### src/rtl/grf_mp.sv
// ---------------------------------------------------------------------------
// grf_mp : multi-port general register file
//
// - NR combinational read ports with write-through bypass
// - two write ports (port 1 wins on an address collision)
// - per-register pending-write scoreboard (set at decode, cleared at writeback)
// - ZERO_REG = 1 hardwires register 0 to zero and keeps it permanently not busy
//
// Optional build macro: GRF_TRACE_EN
//   When defined, every enabled write port prints a trace line on each clock
//   edge outside reset ("@<pc>: $<addr> <= <data>"), port 0 before port 1.
//   When undefined, the block is silent and fully synthesisable.
// ---------------------------------------------------------------------------
module grf_mp #(
    parameter int DW       = 32,
    parameter int AW       = 5,
    parameter int NR       = 2,
    parameter int ZERO_REG = 1
) (
    input  logic                 grf_clk,
    input  logic                 grf_reset,
    input  logic [NR*AW-1:0]     grf_raddr,
    output logic [NR*DW-1:0]     grf_rdata,
    output logic [NR-1:0]        grf_rbusy,
    input  logic                 grf_we0,
    input  logic [AW-1:0]        grf_waddr0,
    input  logic [DW-1:0]        grf_wdata0,
    input  logic [31:0]          grf_pc0,
    input  logic                 grf_we1,
    input  logic [AW-1:0]        grf_waddr1,
    input  logic [DW-1:0]        grf_wdata1,
    input  logic [31:0]          grf_pc1,
    input  logic                 grf_bset,
    input  logic [AW-1:0]        grf_baddr,
    output logic [(2**AW)-1:0]   grf_busy
);

    localparam int NREG = 2 ** AW;

    // Register storage and scoreboard state
    logic [DW-1:0]   regs_r [NREG];
    logic [NREG-1:0] busy_r;

    // Write qualification (address-0 drop when the zero register is enabled)
    logic            zero_en_s;
    logic            wr0_ok_s;
    logic            wr1_ok_s;
    logic            bset_ok_s;

    // Scoreboard next-state helpers
    logic [NREG-1:0] one_hot_base_s;
    logic [NREG-1:0] clr_vec_s;
    logic [NREG-1:0] set_vec_s;
    logic [NREG-1:0] busy_next_s;

    // Per-read-port decode
    logic [AW-1:0]   rd_addr_s [NR];
    logic [DW-1:0]   rd_data_s [NR];
    logic            rd_byp_s  [NR];

    // Qualify writes and scoreboard sets against the hardwired zero register
    always_comb begin
        zero_en_s = (ZERO_REG != 0);
        wr0_ok_s  = grf_we0 && !(zero_en_s && (grf_waddr0 == {AW{1'b0}}));
        wr1_ok_s  = grf_we1 && !(zero_en_s && (grf_waddr1 == {AW{1'b0}}));
        bset_ok_s = grf_bset && !(zero_en_s && (grf_baddr == {AW{1'b0}}));
    end

    // Build scoreboard set/clear masks; a same-cycle set overrides a clear
    always_comb begin
        one_hot_base_s = {{(NREG-1){1'b0}}, 1'b1};
        clr_vec_s      = {NREG{1'b0}};
        set_vec_s      = {NREG{1'b0}};
        if (grf_we0) begin
            clr_vec_s = clr_vec_s | (one_hot_base_s << grf_waddr0);
        end else begin
            clr_vec_s = clr_vec_s;
        end
        if (grf_we1) begin
            clr_vec_s = clr_vec_s | (one_hot_base_s << grf_waddr1);
        end else begin
            clr_vec_s = clr_vec_s;
        end
        if (bset_ok_s) begin
            set_vec_s = one_hot_base_s << grf_baddr;
        end else begin
            set_vec_s = {NREG{1'b0}};
        end
        busy_next_s = set_vec_s | (busy_r & ~clr_vec_s);
    end

    // Register file storage; port 1 is applied last so it wins a collision
    always_ff @(posedge grf_clk or posedge grf_reset) begin
        if (grf_reset) begin
            for (int i = 0; i < NREG; i++) begin
                regs_r[i] <= {DW{1'b0}};
            end
        end else begin
            if (wr0_ok_s) begin
                regs_r[grf_waddr0] <= grf_wdata0;
            end
            if (wr1_ok_s) begin
                regs_r[grf_waddr1] <= grf_wdata1;
            end
        end
    end

    // Pending-write scoreboard
    always_ff @(posedge grf_clk or posedge grf_reset) begin
        if (grf_reset) begin
            busy_r <= {NREG{1'b0}};
        end else begin
            busy_r <= busy_next_s;
        end
    end

    // Read ports: zero register, then port 1 bypass, port 0 bypass, storage
    always_comb begin
        for (int k = 0; k < NR; k++) begin
            rd_addr_s[k] = grf_raddr[k*AW +: AW];
            rd_data_s[k] = regs_r[rd_addr_s[k]];
            rd_byp_s[k]  = 1'b0;
            if (grf_reset) begin
                rd_data_s[k] = {DW{1'b0}};
                rd_byp_s[k]  = 1'b0;
            end else if (zero_en_s && (rd_addr_s[k] == {AW{1'b0}})) begin
                rd_data_s[k] = {DW{1'b0}};
                rd_byp_s[k]  = 1'b0;
            end else if (grf_we1 && (grf_waddr1 == rd_addr_s[k])) begin
                rd_data_s[k] = grf_wdata1;
                rd_byp_s[k]  = 1'b1;
            end else if (grf_we0 && (grf_waddr0 == rd_addr_s[k])) begin
                rd_data_s[k] = grf_wdata0;
                rd_byp_s[k]  = 1'b1;
            end else begin
                rd_data_s[k] = regs_r[rd_addr_s[k]];
                rd_byp_s[k]  = 1'b0;
            end
        end
    end

    // Pack read data and busy flags; bypassed data is available, so not busy
    always_comb begin
        grf_rdata = {(NR*DW){1'b0}};
        grf_rbusy = {NR{1'b0}};
        for (int k = 0; k < NR; k++) begin
            grf_rdata[k*DW +: DW] = rd_data_s[k];
            grf_rbusy[k]          = busy_r[rd_addr_s[k]] & ~rd_byp_s[k];
        end
    end

    assign grf_busy = busy_r;

`ifdef GRF_TRACE_EN
    // Write trace: every enabled port is logged, even dropped/overridden writes
    always @(posedge grf_clk) begin
        if (!grf_reset) begin
            if (grf_we0) begin
                $display("@%h: $%d <= %h", grf_pc0, grf_waddr0, grf_wdata0);
            end
            if (grf_we1) begin
                $display("@%h: $%d <= %h", grf_pc1, grf_waddr1, grf_wdata1);
            end
        end
    end
`else
    // PCs only feed the trace; fold them so they are not left dangling
    logic trace_unused;
    assign trace_unused = ^{grf_pc0, grf_pc1};
`endif

endmodule

### config.mk
export PLATFORM = sky130hd
export DESIGN_NAME = grf_mp
export DESIGN_NICKNAME = d
export VERILOG_FILES = /design/src/rtl/grf_mp.sv
export SDC_FILE = /design/constraint.sdc
export NUM_CORES = 2
export LEC_CHECK = 0
export CAP_MARGIN = 20
export CORE_AREA = 2 2 389 391
export CTS_BUF_LIST = sky130_fd_sc_hd__clkbuf_8 sky130_fd_sc_hd__clkbuf_16
export DETAILED_ROUTE_END_ITERATION = 12
export DIE_AREA = 0 0 391 393
export GPL_TIMING_DRIVEN = 0
export MAX_ROUTING_LAYER = met4
export PLACE_DENSITY = 0.67
export SETUP_SLACK_MARGIN = 0.02
export SLEW_MARGIN = 10
export SYNTH_ARGS = -nofsm -noshare
export SYNTH_HDL_FRONTEND = slang
export SYNTH_SLANG_ARGS = --single-unit
### constraint.sdc
create_clock -name grf_clk -period 42.2 [get_ports grf_clk]
set_input_delay 8.44 -clock grf_clk [delete_from_list [all_inputs] [get_ports grf_clk]]
set_output_delay 8.44 -clock grf_clk [all_outputs]
set_load 0.01 [all_outputs]
; ---- Word level (Yosys, flattened, before mapping)
; Index checks and enable logic that the tools add are counted.
[word_totals]
mem_bits_rw = 0
n_memories = 0
in_bits = 158
rom_bits = 0
output_inout_bits = 98
regBits = 1056
word_cells = 114
latchBits = 0
[op_classes]
n_reduce_logical = 17
n_addsub = 0
n_mul = 0
n_div = 0
bitwise_logic = 12
order_cmp = 8
n_eq_ne = 4
muxes = 37
n_shift = 3
[op_table]
columns = operator, n
row1 = $bwmux 1024, 2
row2 = $mux 1024, 2
row3 = $mux 32, 17
row4 = $bmux 32 s5, 2
row5 = $demux 32 s5, 2
row6 = $shl 1x5->32 const A, 3
row7 = $or 32x32->32, 2
row8 = $and 32x32->32, 1
row9 = $not 32->32, 1
row10 = $logic_not 5->1, 5
row11 = $ge 6x6->1 const B, 4
row12 = $not 5->6, 4
row13 = $eq 5x5->1, 4
row14 = $lt 5x6->1 const B, 2
row15 = $lt 6x1->1 const B, 2
row16 = $bmux 1 s5, 2
row17 = $mux 1, 10
row18 = $logic_and 1x1->1, 9
row19 = $logic_not 1->1, 3
row20 = $and 1x1->1, 2
row21 = $not 1->1, 2

; ---- Longest topological paths before layout
[depth]
word_depth = 9
depth_mapped = 11
depth_no_buf = 5

; ---- Worst setup path before layout
; Ideal clock, no wire load.
[synth_path]
kind = in2out
from = input port grf_raddr[0]
to = output port grf_rdata[30]
required_time_ns = 33.760
t_arrival_ns = 10.211
path_slack_ns = 23.549
n_path_buf = 4
path_stages = 7
path_cell_list = buf_2 -> buf_4 -> buf_4 -> buf_2 -> mux4_2 -> a221oi_1 -> a31oi_1
[synth_between]
elab_chain_len = 8
elab_cells_between_ends = 13
classes_between = 2 x eq/ne / 7 x mux / 1 x bitwise / 3 x reduce/logical
[synth_lines]
columns = element, line_no
row1 = "start, declared", 22  ; input logic [NR*AW-1:0] grf_raddr,
row2 = $not 5->6 (implied by the code), 136  ; rd_data_s[k] = regs_r[rd_addr_s[k]];
row3 = $bmux 32 s5, 136
row4 = $mux 32 (implied by the code) (2 in series), 136
row5 = $mux 32, 132  ; end else if (grf_we0 && (grf_waddr0 == rd_addr_s[k])) begin
row6 = $mux 32, 129  ; end else if (grf_we1 && (grf_waddr1 == rd_addr_s[k])) begin
row7 = $mux 32 *, 126  ; end else if (zero_en_s && (rd_addr_s[k] == {AW{1'b0}})) begin
row8 = $mux 32 *, 123  ; if (grf_reset) begin
row9 = "end, declared", 23  ; output logic [NR*DW-1:0] grf_rdata,
; Mark *: on every way between the ends. The rest lies on a longest branch, timed or not. The select of a mux whose other input is x is not followed.

; ---- Worst setup path after layout
[layout_path]
from = input port grf_raddr[1]
to = output port grf_rdata[27]
; The elaborated chain is that of the path after synthesis.

==> flow_summary.ini <==
[logic_synthesis]
synth-xor-area-share = 0.00263
syn_inst = 6625
synth_seq_cells = 1056
synth_top_flop_cell = dfrtp_1
synth.area.mux_share = 0.273
synth-simple-area-share = 0.100
synth_compound_area_frac = 0.169
async_flop_share = 1.00
synthAdderAreaFrac = 0
yosysMostFrequentCell = dfrtp_1
synth_edf_count = 0
syn_area_mm2 = 0.0667
synth-seq-area-share = 0.396
yosys_warnings = 0
synthTopCellsByCount = dfrtp_1 (1056), nand2_1 (862), o21ai_0 (731), mux2i_1 (627), clkbuf_1 (593)
syn_avg_cell_area_um2 = 10.1
synth_top_family_by_area = multiplexers
yosys-top-cells-area = dfrtp_1 (40%), mux4_2 (15%), mux2i_1 (9.4%)
yosysTopAreaCell = dfrtp_1
synth_top_cell_area_share = 0.396
ys_types = 58
syn_nets = 6783

[hold_path]
hp-start = regs_r[1005]$_DFF_PP0_
hold_class = flip-flop to flip-flop

[critical_path]
crit_arrival_ns = 14.21
path_buf_inv = 6
path_cells = clkdlybuf4s50_1, buf_2, buf_2, buf_4, clkbuf_1, a211oi_1, nor3_1, a221oi_1, a31oi_1, clkdlybuf4s50_1
timing.critical_path.slowest_stage_cell = nor3_1
critPathMaxStageDelay_ns = 1.06
startpoint = grf_raddr[1]
regToRegStartpoint = regs_r[509]$_DFF_PP0_
worstPathMaxFanout = 10
crit_type = input pin to primary output
start_kind = input pin
crit_family = buffers and inverters
crit_path_end_kind = primary output
cp.required_ns = 33.76

[timing]
min_period_ns = 22.65
clock_skew_ns = 0
finalMaxSlewViolations = 0
rsz0062_at_grt = no
setup_viol = 0
worstMarginPinSlew_ns = 1.35
period_share = 0.537
fmaxAchievable_mhz = 44.1
relSlewSlack = 0.0941
timing.final.hold_violations = 0
finalSetupTns_ns = 0
fin_ws_ns = 19.55

[routing]
drc = 0
first_pass_iters = 8
wl_per_cell_um = 43.7
ant_nets = 0
first_iter_violations = 10800
via_per_inst = 7.04
num_vias = 63500
wl_mm = 394

[power]
p_comb_frac = 0.279
p_leak_nw = 31.4
power.density_mw_per_mm2 = 48.7
p_clk_frac = 0.303
peakVddDrop_uv = 40.2
power_frac_seq = 0.418
internal_power_mw = 2.35
p_sw_frac = 0.360
power_switching_mw = 1.32

[clock_tree]
cts_root_buffer = clkbuf_16
cts.reportedPaths.clkPinSlew_ns = 0.06
htreeDepth = 3
cts_hold_buffers = 0
clockBufferDepth = 3
cts_resized = 0
cts_setup_buffers = 0
cts_sinks = 1056
insertion_delay_ns = 0.77
cts_tree = done
numCtsBuffers = 120

[outcome]
status = finished, final reports clean

[global_routing]
grt_pass1_vias = 59400
grt_use_total = 0.521
grt_pass1_wl_mm = 520
antenna_found_initial = 55
grt_max_degree = 106
grt_overflow = 0

[die]
die_area_mm2 = 0.154
dieWidth_um = 391
core_mm2 = 0.149
io_pins = 256
initial_core_util = 0.447
rows = 142
die-height_um = 393

[finish]
area_delta_synth_final_pct = 13.1
layout-drive-gt1-share = 0.163
nNetsFinal = 7090

[place]
dp_hpwl_mm = 324
port_buffers = 122
dp_slack_ns = 20.06
gp_congestion = 1.17

[run]
max_cap_violations = 0
[metrics by stage]
stage / area [µm²] / instances / hold WS (ns) / total power, mW / utilization
after detailed placement: 71000 / 8724 / 0.467 / 2.49 / 0.476
after global placement: 70400 / 8691 / 0.453 / 2.45 / 0.472
after global routing: 75400 / 9001 / 0.493 / 3.76 / 0.505
after CTS: 75100 / 8946 / 0.479 / 3.58 / 0.503
final: 75400 / 9012 / 0.479 / 3.67 / 0.506
after floorplan: 66700 / 6625 / 0.442 / 2.05 / -
[final timing paths]
kind	end	slack, ns	depth (start not counted)
max reg2reg	regs_r[509]$_DFF_PP0_	41.02	2
min	regs_r[1005]$_DFF_PP0_	0.48	1
max	grf_rdata[27]	19.55	10
max in group asynchronous	regs_r[194]$_DFF_PP0_	31.55	5
min in group asynchronous	regs_r[993]$_DFF_PP0_	8.64	2
min reg2reg	regs_r[1005]$_DFF_PP0_	0.48	1
[cell families (layout without fill, tap and decap cells)]
kind of cell / Yosys count / after routing
AOI/OAI and AO/OA: 1820 / 1820
xor gates and xnor gates: 20 / 20
buffers and inverters: 909 / 1316
DFF: 1056 / 1056
muxes: 1236 / 1236
other: 0 / 36
and+or+nand+nor: 1584 / 1584
[cells in the final DEF (no fill, tap or decap), types with 13 or more instances in the layout]
cell type,instances
and2_1,31
nor3_1,84
a32oi_1,24
inv_1,36
buf_2,173
a22oi_1,398
clkbuf_4,22
o211ai_1,55
buf_4,30
a221oi_1,38
buf_6,39
clkinv_2,26
buf_16,13
a221oi_2,14
diode_2,36
a32o_1,24
mux2i_1,627
a31oi_1,28
clkbuf_2,14
mux2_2,159
o221ai_1,25
nand2_1,862
a21oi_1,294
nor2_1,391
buf_1,70
clkdlybuf4s50_1,122
clkbuf_16,120
clkbuf_1,585
nand3_1,38
dfrtp_1,1056
nor2b_1,70
a22o_1,32
mux4_2,450
o21ai_0,731
o22ai_1,62
clkbuf_8,29
nor4_1,32
a211oi_1,84
[flip-flops by register name, summed over array words and instances (netlist names)]
signal    count
regs_r     1024
grf_busy     32
[area by class of cell]
class	count	area, µm²
Clock buffer	149	3400
Fill cell	13900	73800
Sequential cell	1056	26400
Inverter	15	63.8
Multi-Input combinational cell	4660	36400
Buffer	894	3910
Timing Repair Buffer	185	2070
Antenna cell	36	90.1
Clock inverter	73	664
Tap cell	1944	2430
[power by group through the flow]
stage | registers (mW) | clock network (mW) | logic (mW)
after floorplan | 1.41 | 0 | 0.643
after global placement | 1.51 | 0 | 0.945
after detailed placement | 1.52 | 0 | 0.971
after CTS | 1.51 | 1.10 | 0.973
after global routing | 1.55 | 1.14 | 1.07
final | 1.54 | 1.11 | 1.03
[per-layer routing]
layer  GRT usage  vias up  wire [µm]  part of all wire
li1            -    25100          -                 -
met4       0.315        0      29200             0.074
met1       0.638    32200     147000              0.37
met3       0.249     1129      60100              0.15
met5           -        -          0                 0
met2       0.688     5055     157000              0.40
[worst register-to-register path, delay by kind of cell, from the launching register on]
kind | cells | cell delay, ns
AO/OA/AOI/OAI | 1 | 0.20
flip-flops | 1 | 0.75
multiplexers | 1 | 0.15
Note: power is estimated with default switching activity, not from simulation.
